### src/rtl/pc_sequencer.sv
// Command sequencer for module_PC: turns CLEAR/STEP/JUMP/RUN requests into
// PC operation codes, with paced RUN mode, breakpoint and abort.
//
// state    | meaning
// ---------+--------------------------------------------------
// INIT     | first cycle after reset, PC held cleared
// IDLE     | ready for a command, PC held
// CLEAR    | drives clear to the PC for one cycle
// STEP     | drives one increment
// JUMP     | drives load of pc_addr_o
// RUN_WAIT | prescaler pacing, breakpoint checked on last tick
// RUN_INC  | drives one paced increment
// DONE     | completion pulse, PC held
module pc_sequencer #(
  parameter int ANCHO = 4,
  parameter int CNT_W = 8,
  parameter int DIV   = 4
) (
  input  logic             clk,
  input  logic             reset,
  input  logic             cmd_valid_i,
  output logic             cmd_ready_o,
  input  logic [1:0]       cmd_op_i,
  input  logic [ANCHO-1:0] cmd_addr_i,
  input  logic [CNT_W-1:0] cmd_count_i,
  input  logic             abort_i,
  input  logic             brk_en_i,
  input  logic [ANCHO-1:0] brk_addr_i,
  input  logic [ANCHO-1:0] pc_value_i,
  output logic [1:0]       pc_op_o,
  output logic [ANCHO-1:0] pc_addr_o,
  output logic             busy_o,
  output logic             done_o,
  output logic             brk_hit_o,
  output logic [CNT_W-1:0] step_cnt_o
);

  localparam int TICK_W = $clog2(DIV);
  localparam logic [TICK_W-1:0] TICK_LAST = TICK_W'(DIV - 2);

  typedef enum logic [2:0] {
    S_INIT, S_IDLE, S_CLEAR, S_STEP, S_JUMP, S_RUN_WAIT, S_RUN_INC, S_DONE
  } state_t;

  state_t             state_q, state_d;
  logic [TICK_W-1:0]  tick_q, tick_d;
  logic [CNT_W-1:0]   n_q, n_d;
  logic [1:0]         pc_op_d;
  logic [ANCHO-1:0]   pc_addr_d;
  logic [CNT_W-1:0]   step_d;
  logic               brk_d;
  logic               accept;

  assign accept = cmd_ready_o && cmd_valid_i;

  always_comb begin
    state_d   = state_q;
    tick_d    = tick_q;
    n_d       = n_q;
    pc_addr_d = pc_addr_o;
    step_d    = step_cnt_o;
    brk_d     = brk_hit_o;
    pc_op_d   = 2'b01;

    case (state_q)
      S_INIT: state_d = S_IDLE;
      S_IDLE: begin
        if (accept) begin
          n_d    = cmd_count_i;
          step_d = '0;
          brk_d  = 1'b0;
          case (cmd_op_i)
            2'b00: state_d = S_CLEAR;
            2'b01: state_d = S_STEP;
            2'b10: begin
              pc_addr_d = cmd_addr_i;
              state_d   = S_JUMP;
            end
            default: begin
              tick_d  = '0;
              state_d = (cmd_count_i == '0) ? S_DONE : S_RUN_WAIT;
            end
          endcase
        end
      end
      S_CLEAR, S_STEP, S_JUMP: state_d = S_DONE;
      S_RUN_WAIT: begin
        // pc_value_i has settled from the previous increment by the last tick
        if (abort_i) begin
          state_d = S_DONE;
        end else if (tick_q == TICK_LAST) begin
          if (brk_en_i && (pc_value_i == brk_addr_i)) begin
            brk_d   = 1'b1;
            state_d = S_DONE;
          end else begin
            state_d = S_RUN_INC;
          end
        end else begin
          tick_d = tick_q + TICK_W'(1);
        end
      end
      S_RUN_INC: begin
        if (abort_i || (step_cnt_o == n_q)) begin
          state_d = S_DONE;
        end else begin
          tick_d  = '0;
          state_d = S_RUN_WAIT;
        end
      end
      S_DONE:  state_d = S_IDLE;
      default: state_d = S_INIT;
    endcase

    if ((state_d == S_STEP) || (state_d == S_RUN_INC))
      step_d = step_d + CNT_W'(1);

    case (state_d)
      S_INIT, S_CLEAR:   pc_op_d = 2'b00;
      S_STEP, S_RUN_INC: pc_op_d = 2'b10;
      S_JUMP:            pc_op_d = 2'b11;
      default:           pc_op_d = 2'b01;
    endcase
  end

  always_ff @(posedge clk or posedge reset) begin
    if (reset) begin
      state_q     <= S_INIT;
      tick_q      <= '0;
      n_q         <= '0;
      pc_op_o     <= 2'b00;
      pc_addr_o   <= '0;
      cmd_ready_o <= 1'b0;
      busy_o      <= 1'b1;
      done_o      <= 1'b0;
      brk_hit_o   <= 1'b0;
      step_cnt_o  <= '0;
    end else begin
      state_q     <= state_d;
      tick_q      <= tick_d;
      n_q         <= n_d;
      pc_op_o     <= pc_op_d;
      pc_addr_o   <= pc_addr_d;
      cmd_ready_o <= (state_d == S_IDLE);
      busy_o      <= (state_d != S_IDLE);
      done_o      <= (state_d == S_DONE);
      brk_hit_o   <= brk_d;
      step_cnt_o  <= step_d;
    end
  end

endmodule

### config.mk
export PLATFORM = sky130hd
export DESIGN_NAME = pc_sequencer
export DESIGN_NICKNAME = d
export VERILOG_FILES = /design/src/rtl/pc_sequencer.sv
export SDC_FILE = /design/constraint.sdc
export NUM_CORES = 1
export LEC_CHECK = 0
export CORE_ASPECT_RATIO = 1.2
export CORE_MARGIN = 1
export CORE_UTILIZATION = 25
export DETAILED_ROUTE_END_ITERATION = 10
export HOLD_SLACK_MARGIN = 0.1
export PLACE_DENSITY_LB_ADDON = 0.1
export RECOVER_POWER = 100
export SLEW_MARGIN = 10
export SYNTH_ARGS = -nofsm -noshare
export SYNTH_HDL_FRONTEND = slang
export SYNTH_SLANG_ARGS = --single-unit
### constraint.sdc
create_clock -name clk -period 2.56 [get_ports clk]
set_input_delay 0.768 -clock clk [delete_from_list [all_inputs] [get_ports clk]]
set_output_delay 0.768 -clock clk [all_outputs]
set_load 0.03 [all_outputs]
* Word-level counts from Yosys, hierarchy flattened
Index checks and enable logic that the tools add are counted.
Cells by class: add/subtract/negate cells 2, equality and inequality tests 26, multiplexer cells 23, reduce and logical (&&, ||, !) cells 19
Operator list (count):
- 8-bit 2-to-1 mux | 3
- 3-bit == test, second input constant | 7
- 3-bit one-hot mux with 5 select lines | 1
- 2-bit 2-to-1 mux | 7
- 2-bit != test, second input constant | 7
- 3-bit by 2-bit == test with 1-bit output, second input constant | 4
- 2-bit one-hot mux with 3 select lines | 2
- 3-bit 2-to-1 mux | 3
- 3-bit one-hot mux with 3 select lines | 1
- 8-bit by 1-bit adder with 8-bit output, second input constant | 1
- 8-bit == test | 1
- 8-bit zero test | 1
- 3-bit by 1-bit == test with 1-bit output, second input constant | 2
- 3-bit zero test | 2
- 6-bit AND reduction | 1
- 2-bit OR reduction | 3
- 3-bit OR reduction | 2
- 1-bit 2-to-1 mux | 5
- 5-bit AND reduction | 1
- 2-bit == test, second input constant | 2
- 4-bit == test | 1
- 3-bit by 1-bit != test with 1-bit output, second input constant | 1
- 3-bit AND reduction | 1
- 3-bit nonzero test | 1
- other kinds (8) | 10
Word-level totals: register bits after elaboration 31, logic and storage cells 80

* Depth between registers and ports, before layout
Gate-level depths: netlist of run 1.
depth after elaboration 9, mapped depth 11

* Worst setup path after synthesis of run 1
Ideal clock, no wire load.
path type input port to flip-flop, start input port abort_i, end register step_cnt_o[1], library setup time 0.125 ns, arrival time 2.163 ns, data required time 2.435 ns, slack 0.272 ns, cell stages on the path 6, path buffers 0, cells stage by stage or3b_1 -> a211oi_2 -> a211oi_4 -> xnor2_4 -> nand2_4 -> mux2_4
On the way: elaborated cells between the ends (all ways) 8
RTL lines:
- from (decl) | RTL line 26 | input logic abort_i,
- 3-bit 2-to-1 mux * | RTL line 89 | if (abort_i) begin
- 3-bit one-hot mux with 5 select lines * | RTL line 65 | case (state_q)
- via state_d[0] | RTL line 45 | state_t state_q, state_d;
- 3-bit by 2-bit == test with 1-bit output / 3-bit == test (equally long branches) | RTL line 114 | if ((state_d == S_STEP) || (state_d == S_RUN_INC))
- 1-bit logical OR * | RTL line 114
- 8-bit 2-to-1 mux * | RTL line 114
- via step_d[1] | RTL line 50 | logic [CNT_W-1:0] step_d;
- to (signal assigned) | RTL line 147 | step_cnt_o <= step_d;
- to (decl) | RTL line 35 | output logic [CNT_W-1:0] step_cnt_o
Mark *: on every way through the listed nets, which the timed path passes. The rest lies on a longest branch. A chain may end at the register's enable or synchronous reset.

* Final worst setup path of run 1
start input port cmd_valid_i, end register step_cnt_o[4]
On the way: cells in the longest elaborated chain, start to end 6, elaborated cells between the ends (all ways) 10
RTL lines:
- from (decl) | RTL line 21 | input logic cmd_valid_i,
- 1-bit logical AND * | RTL line 54 | assign accept = cmd_ready_o && cmd_valid_i;
- branches (longest 4 deep; another with 8-bit by 1-bit adder with 8-bit output)
- 8-bit 2-to-1 mux * | RTL line 114
- via step_d[4] | RTL line 50
Mark *: on every way through the listed nets, which the timed path passes.

==> impl_results.md, run 1 <==
- Critical Path AT: 2.69 ns
- Largest net degree at the start of global routing: 32
- Worst setup path class: input pin to flip-flop
- Vias/cell: 4.511
- Critical Path Sink Type: flip-flop
- Overall Global Routing Usage: 13.71%
- Post-Place Cells: 339
- Clock sinks: 31
- Area occupied by multi-input gates: 943.4 um2
- Fin crit period: 2.478 ns
- Pre-CTS setup slack: -0.3341 ns
- GR Layer Usage met2: 23.84%
- Clock Root Buffer: clkbuf_8
- Share of cells above drive strength 1: 21.46%
- Initial Util: 25.79%
- RSZ-0062 raised after global routing: yes
- Syn_area_per_cell: 9.652 um2
- Clock-pin slew on the worst setup and hold paths: 0.07 ns
- Worst Setup Slack, final: 0.08206 ns
- Syn. warnings: 0
- Status: complete, no violations
- FF/Latch Area: 777.0 um2
- Die ar.: 7367 um2
- Setup Fix Bufs, Post-CTS: 0
- Antenna-violating nets left: 0
- Number of I/O port buffers: 44
- Final non-filler cell total: 348
- Die height: 93.83 um
- Crit start category: input pin
- Post-synth EDFFs: 0
- Layout area overhead: 48.65%
- Grt met3 use: 2.621%
- Distinct cells, synth: 48
- Clock Path Buffers: 2
- Fin nets: 290
- Drt pass-1 iters: 4
- WL per Instance: 12.95 um
- Slowest CP cell: clkdlybuf4s50_1
- Std-Cell Rows: 33
- Synth top area share: 42.74%
- Detailed Route WL: 4508 um
- Initial antenna violation count: 0
- Total number of vias: 1570
- CTS tree: built
- Post-synth ARST share: 100.0%
- Cell Chain, Critical Path: clkdlybuf4s50_1 -> nand2_1 -> or3_1 -> and2_1 -> ha_1 -> and3_1 -> and3_1 -> o21ai_1
- Hold crit path type: flip-flop to flip-flop
- Cell family with most CP delay: simple AND/OR/NAND/NOR gates
- Register area share after synthesis: 44.23%
- DRC viols: 0
- Final design utilization: 38.33%
- Slew headroom: 47.27%
- Number of global-route vias before repair: 1617
- Final Cycle Share: 96.79%
- Detailed placement HPWL: 3432 um
- Cts bufs inserted: 5
- Clock Skew: 0.01231 ns
- Met1 usage: 16.06%
- ANT cells: 0
- Leading area contributor after synthesis: dfrtp_1
- Top-count cell post-synth: nand2_1
- Clock Latency Late Sink: 0.29 ns
- Setup_tns: 0 ns
- Worst-Margin Slew: 0.7909 ns
- Filler cells: 699
- CP bufs+invs: 1
- Max stage delay on crit path: 0.48 ns
- Die width: 78.52 um
- Post-synthesis net count: 212
- Final Hold Fails: 0
- Cells after synthesis: 182
- I/O pin total: 45
- Total core area: 6813 um2
- Initial drt markers: 46
- Synth area leaders: dfrtp_1 43%, nand2_1 8.1%, xor2_1 5.0%, and3_1 3.2%, mux2_2 2.6%
- Peak VDD IR: 0.6287 mV
- Post-synth top cells: 38 x nand2_1, 30 x dfrtp_1, 10 x nor2_1, 10 x xor2_1, 9 x and3_1
- Worst hold path depth: 2
- Pwr Density: 1142 nW/um2
- MaxCap Viol Count: 0
- #FFs+latches synth: 31
- Gr ovfl total: 0
- Setup violators final: 0
- Worst-path maximum fanout: 3
- Routability-driven placement congestion ratio: 0.8264
- Cts hold-fix bufs: 0
- First-pass GRT wire length: 7631 um
- GR peak layer: met2
- Number of H-tree levels: 2
- Instance count on the critical path: 8
- Most Frequent Cell on Critical Path: and3_1
- Reg2reg path depth: 7
- Max Clock Freq: 403.6 MHz
- Ys flop type: dfrtp_1
- Max-slew violations: 0
- WP data required: 2.77 ns
- Cell Area, Synth: 1757 um2
- Leakage: 1.210 nW
[metrics by stage]
stage | power (W) | hold slack, ns | instance area [um2]
after floorplan | 0.001905 | 0.4526 | 1757
after global placement | 0.002579 | 0.4637 | 2510
after detailed placement | 0.002583 | 0.4794 | 2510
after CTS | 0.002977 | 0.4957 | 2591
after global routing | 0.003231 | 0.5369 | 2611
final | 0.002983 | 0.4974 | 2611
[registers in the layout, summed over array words and instances, names as in the netlist]
| signal | cells |
|---|---|
| brk_hit_o | 1 |
| cmd_ready_o | 1 |
| state_q | 3 |
| pc_op_o | 2 |
| busy_o | 1 |
| step_cnt_o | 8 |
| n_q | 8 |
| done_o | 1 |
| pc_addr_o | 4 |
| tick_q | 2 |
[layout make-up]
| type | count | share of cell area [%] |
|---|---|---|
| Timing Repair Buffer | 75 | 25.68 |
| Clock inverter | 1 | 0.1917 |
| Multi-Input combinational cell | 139 | 36.13 |
| Clock buffer | 7 | 2.923 |
| Tap cell | 87 | 4.169 |
| Sequential cell | 31 | 29.76 |
| Inverter | 8 | 1.150 |
[cell families after synthesis]
| kind of cell | count (synthesis) | share of synthesized area (%) |
|---|---|---|
| flops | 31 | 44.23 |
| xor+xnor | 16 | 9.045 |
| buf+inv | 13 | 3.347 |
| fa+ha+maj | 4 | 2.707 |
| simple gates | 89 | 25.78 |
| compound gates | 22 | 10.11 |
| mux | 7 | 4.771 |
[power breakdown]
part           internal (W)  total, W  switching [W]
sequential         0.000700  0.000884       0.000184
combinational      0.000858   0.00172       0.000864
clock              0.000191  0.000377       0.000186
[what timing repair did]
item / CTS / global route
setup endpoints to repair: 5 / 8
cloned: 0 / 1
gates resized for setup: 1 / 1
pin swaps: 0 / 2
[worst min-delay path: stages (launching register included)]
cell and delay (ns):
dfrtp_1 0.36, nand2_1 0.05, nand2_1 0.05
[metal layers]
metal	part of all wire [%]	vias up	wire length [um]
met5	0	-	0
met4	1.7	0	76
met3	4.1	7	187
met2	48	39	2177
met1	46	747	2067
li1	-	777	-
[final timing paths]
kind | slack [ns] | endpoint | startpoint
min | 0.50 | n_q[2] | n_q[2]
max reg2reg | 0.13 | step_cnt_o[1] | state_q[1]
min in group asynchronous | 1.14 | tick_q[0] | reset
min reg2reg | 0.50 | n_q[2] | n_q[2]
max in group asynchronous | 0.90 | state_q[2] | reset
max | 0.08 | step_cnt_o[4] | cmd_valid_i
[placed cells by master, fill, tap and decap left out, drive strengths merged, types with 2 or more instances in the layout]
cell / synthesis / routed
and2: 2 / 2
nand4: 4 / 4
a21o: 2 / 2
a21oi: 6 / 6
xnor2: 6 / 7
clkdlybuf4s50: 0 / 43
mux2i: 2 / 2
xor2: 10 / 10
nand3: 4 / 4
nand3b: 4 / 4
o21ai: 6 / 6
clkbuf: 1 / 8
and3: 9 / 9
nor3b: 2 / 2
dfrtp: 30 / 30
inv: 8 / 8
nand2: 39 / 39
buf: 4 / 30
nor3: 5 / 5
nor2: 11 / 11
nor4: 2 / 2
a211oi: 3 / 3
ha: 3 / 3
mux2: 5 / 5
nand2b: 2 / 2
Power figures use the tool's default switching activity.
==> inputs of run 2 (changes only) <==
--- a/config.mk
+++ b/config.mk
@@ -12,6 +12,7 @@
 export HOLD_SLACK_MARGIN = 0.1
 export PLACE_DENSITY_LB_ADDON = 0.1
 export RECOVER_POWER = 100
+export SKIP_CTS_REPAIR_TIMING = 1
 export SLEW_MARGIN = 10
 export SYNTH_ARGS = -nofsm -noshare
 export SYNTH_HDL_FRONTEND = slang
==> impl_results.md, run 2 (same netlist as run 1, synthesis figures left out) <==
- Status: complete, no violations
- Cts bufs inserted: 5 (unchanged)
- Peak VDD IR: 0.6138 mV (-2.4%)
- MaxCap Viol Count: 0 (unchanged)
- Share of cells above drive strength 1: 21.07% (-0.38 points)
- Overall Global Routing Usage: 13.71% (unchanged)
- Sw power: 0.001235 W (about the same)
- Sw frac: 41.80% (+0.42 points)
- Clock power frac: 12.7% (about the same)
- Post-Place Cells: 339 (unchanged)
- Reg2reg path depth: 7 (unchanged)
- Largest net degree at the start of global routing: 32 (unchanged)
- Final non-filler cell total: 348 (unchanged)
- Top Registers: n_q: 8 flops, step_cnt_o: 8 flops, pc_addr_o: 4 flops
- Crit start category: input pin
- Leakage: 1.245 nW (+2.9%)
- ANT cells: 0 (unchanged)
- Fin crit period: 2.485 ns (+0.006573 ns)
- Commonest non-fill, non-tap cell in the layout: nand2_1
- Drt pass-1 iters: 4 (unchanged)
- WL per Instance: 12.95 um (about the same)
- First-pass GRT wire length: 7631 um (unchanged)
- Most frequent cells in the layout: 38 x nand2_1, 30 x dfrtp_1, 25 x buf_4, 24 x clkdlybuf4s50_1, 19 x dlygate4sd3_1
- Layout area overhead: 48.72% (about the same)
- Fin nets: 290 (unchanged)
- Worst Setup Slack, final: 0.07549 ns (-0.006573 ns)
- Clock Root Buffer: clkbuf_8
- RSZ-0062 raised after global routing: yes
- Slew headroom: 47.12% (-0.16 points)
- Total core area: 6813 um2 (unchanged)
- Max-slew violations: 0 (unchanged)
- DRC viols: 0 (unchanged)
- Routability-driven placement congestion ratio: 0.8264 (unchanged)
- Critical Path AT: 2.70 ns (about the same)
- Antenna-violating nets left: 0 (unchanged)
- Int Power: 0.001719 W (-1.7%)
- Initial drt markers: 49 (+6.5%)
- Max Clock Freq: 402.5 MHz (-0.26%)
- Total power: 0.002954 W (-0.97%)
- Number of H-tree levels: 2 (unchanged)
- Total number of vias: 1572 (+0.13%)
- Sequential Power Share: 29.8% (+0.2 points)
- Initial antenna violation count: 0 (unchanged)
- Detailed placement HPWL: 3432 um (unchanged)
- Number of global-route vias before repair: 1617 (unchanged)
- Setup violators final: 0 (unchanged)
- Worst hold path depth: 2 (unchanged)
- Die height: 93.83 um (unchanged)
- Logic gate share of total power: 57.6% (about the same)
- FF-to-FF setup slack: 0.13 ns (about the same)
- Hold crit path type: flip-flop to flip-flop
- Worst-path maximum fanout: 3 (unchanged)
- Gr ovfl total: 0 (unchanged)
- Pwr Density: 1131 nW/um2 (-1.0%)
- Std-Cell Rows: 33 (unchanged)
- Filler cells: 699 (unchanged)
- Worst-Margin Slew: 0.7933 ns (+0.002346 ns)
- WP data required: 2.77 ns (about the same)
- Clock Path Buffers: 2 (unchanged)
- Clock Skew: 0.01069 ns (-0.001622 ns)
- Vias/cell: 4.517 (+0.13%)
- CTS tree: built
- Final design utilization: 38.35% (about the same)
- Final Hold Fails: 0 (unchanged)
- I/O pin total: 45 (unchanged)
- Die width: 78.52 um (unchanged)
- Pre-CTS setup slack: -0.3341 ns (unchanged)
- Worst hold slack: 0.4974 ns (-0.00001600 ns)
- Clock Latency Late Sink: 0.29 ns (about the same)
- Clock sinks: 31 (unchanged)
- Initial Util: 25.79% (unchanged)
- Worst setup path class: input pin to flip-flop
- Critical Path Sink Type: flip-flop
- Number of I/O port buffers: 44 (unchanged)
- Die ar.: 7367 um2 (unchanged)
- Final Cycle Share: 97.05% (+0.26 points)
- Clock-pin slew on the worst setup and hold paths: 0.07 ns (about the same)
- Detailed Route WL: 4506 um (about the same)
==> run 2: cell types whose count changed in the layout (fill, tap and decap cells not counted), sizes merged <==
cell	change
clkdlybuf4s50	-19
dlygate4sd3	+18
buf	-4
clkbuf	+4
clkinvlp	+1
dlymetal6s2s	+1
inv	-1
==> run 2: worst paths after layout <==
kind | from | endpoint
setup reg to reg | state_q[1] | step_cnt_o[1]
max in group asynchronous | reset | state_q[2]
setup / recovery | cmd_valid_i | step_cnt_o[4]
hold reg to reg | n_q[2] | n_q[2]
min in group asynchronous | reset | tick_q[0]
hold / removal | n_q[2] | n_q[2]
==> run 2: area by class of cell <==
type / instances / area [um2] / area share (%)
timing repair buffer: 75 / 670.6 / 25.67
tap: 87 / 108.9 / 4.167
clock inverter: 1 / 5.005 / 0.1916
clock buffer: 7 / 76.32 / 2.921
inverter: 8 / 33.78 / 1.293
sequential: 31 / 777.0 / 29.74
multi-input combinational: 139 / 940.9 / 36.02
==> run 2: power groups by stage <==
stage | sequential [W] | clock, W | combinational, W
2_1_floorplan | 0.00105 | 0 | 0.000857
3_3_place_gp | 0.000902 | 0 | 0.00168
3_5_place_dp | 0.000897 | 0 | 0.00169
4_1_cts | 0.000890 | 0.000388 | 0.00169
5_1_grt | 0.000914 | 0.000414 | 0.00188
6_report | 0.000879 | 0.000375 | 0.00170
==> run 2: per-layer routing <==
layer | wire length [um] | vias to the layer above | track usage, %
li1 | - | 778 | -
met1 | 2075 | 750 | 16.06
met2 | 2176 | 35 | 23.84
met3 | 169 | 9 | 2.621
met4 | 84 | 0 | 6.481
met5 | 0 | - | 0
==> run 2: worst max-delay path, cell delays in order <==
cell	delay, ns
clkdlybuf4s50_1	0.48
nand2_1	0.09
or3_1	0.41
and2_1	0.22
ha_1	0.23
and3_1	0.20
and3_1	0.18
o21ai_1	0.12
==> run 2: per-stage QoR <==
step	cell area (um2)	TNS [ns]
after floorplan	1757	0
after global placement	2510	-3.273
after detailed placement	2510	-3.245
after CTS	2591	-0.07251
after global routing	2613	-0.007499
final	2613	0
==> inputs of run 3 (changes only) <==
--- a/config.mk
+++ b/config.mk
@@ -5,6 +5,7 @@
 export SDC_FILE = /design/constraint.sdc
 export NUM_CORES = 1
 export LEC_CHECK = 0
+export CAP_MARGIN = 40
 export CORE_ASPECT_RATIO = 1.2
 export CORE_MARGIN = 1
 export CORE_UTILIZATION = 25
@@ -13,7 +14,7 @@
 export PLACE_DENSITY_LB_ADDON = 0.1
 export RECOVER_POWER = 100
 export SKIP_CTS_REPAIR_TIMING = 1
-export SLEW_MARGIN = 10
+export SLEW_MARGIN = 15
 export SYNTH_ARGS = -nofsm -noshare
 export SYNTH_HDL_FRONTEND = slang
 export SYNTH_SLANG_ARGS = --single-unit
==> results of run 3 <==
The final DEF is identical to that of run 2; final timing and power are the same.
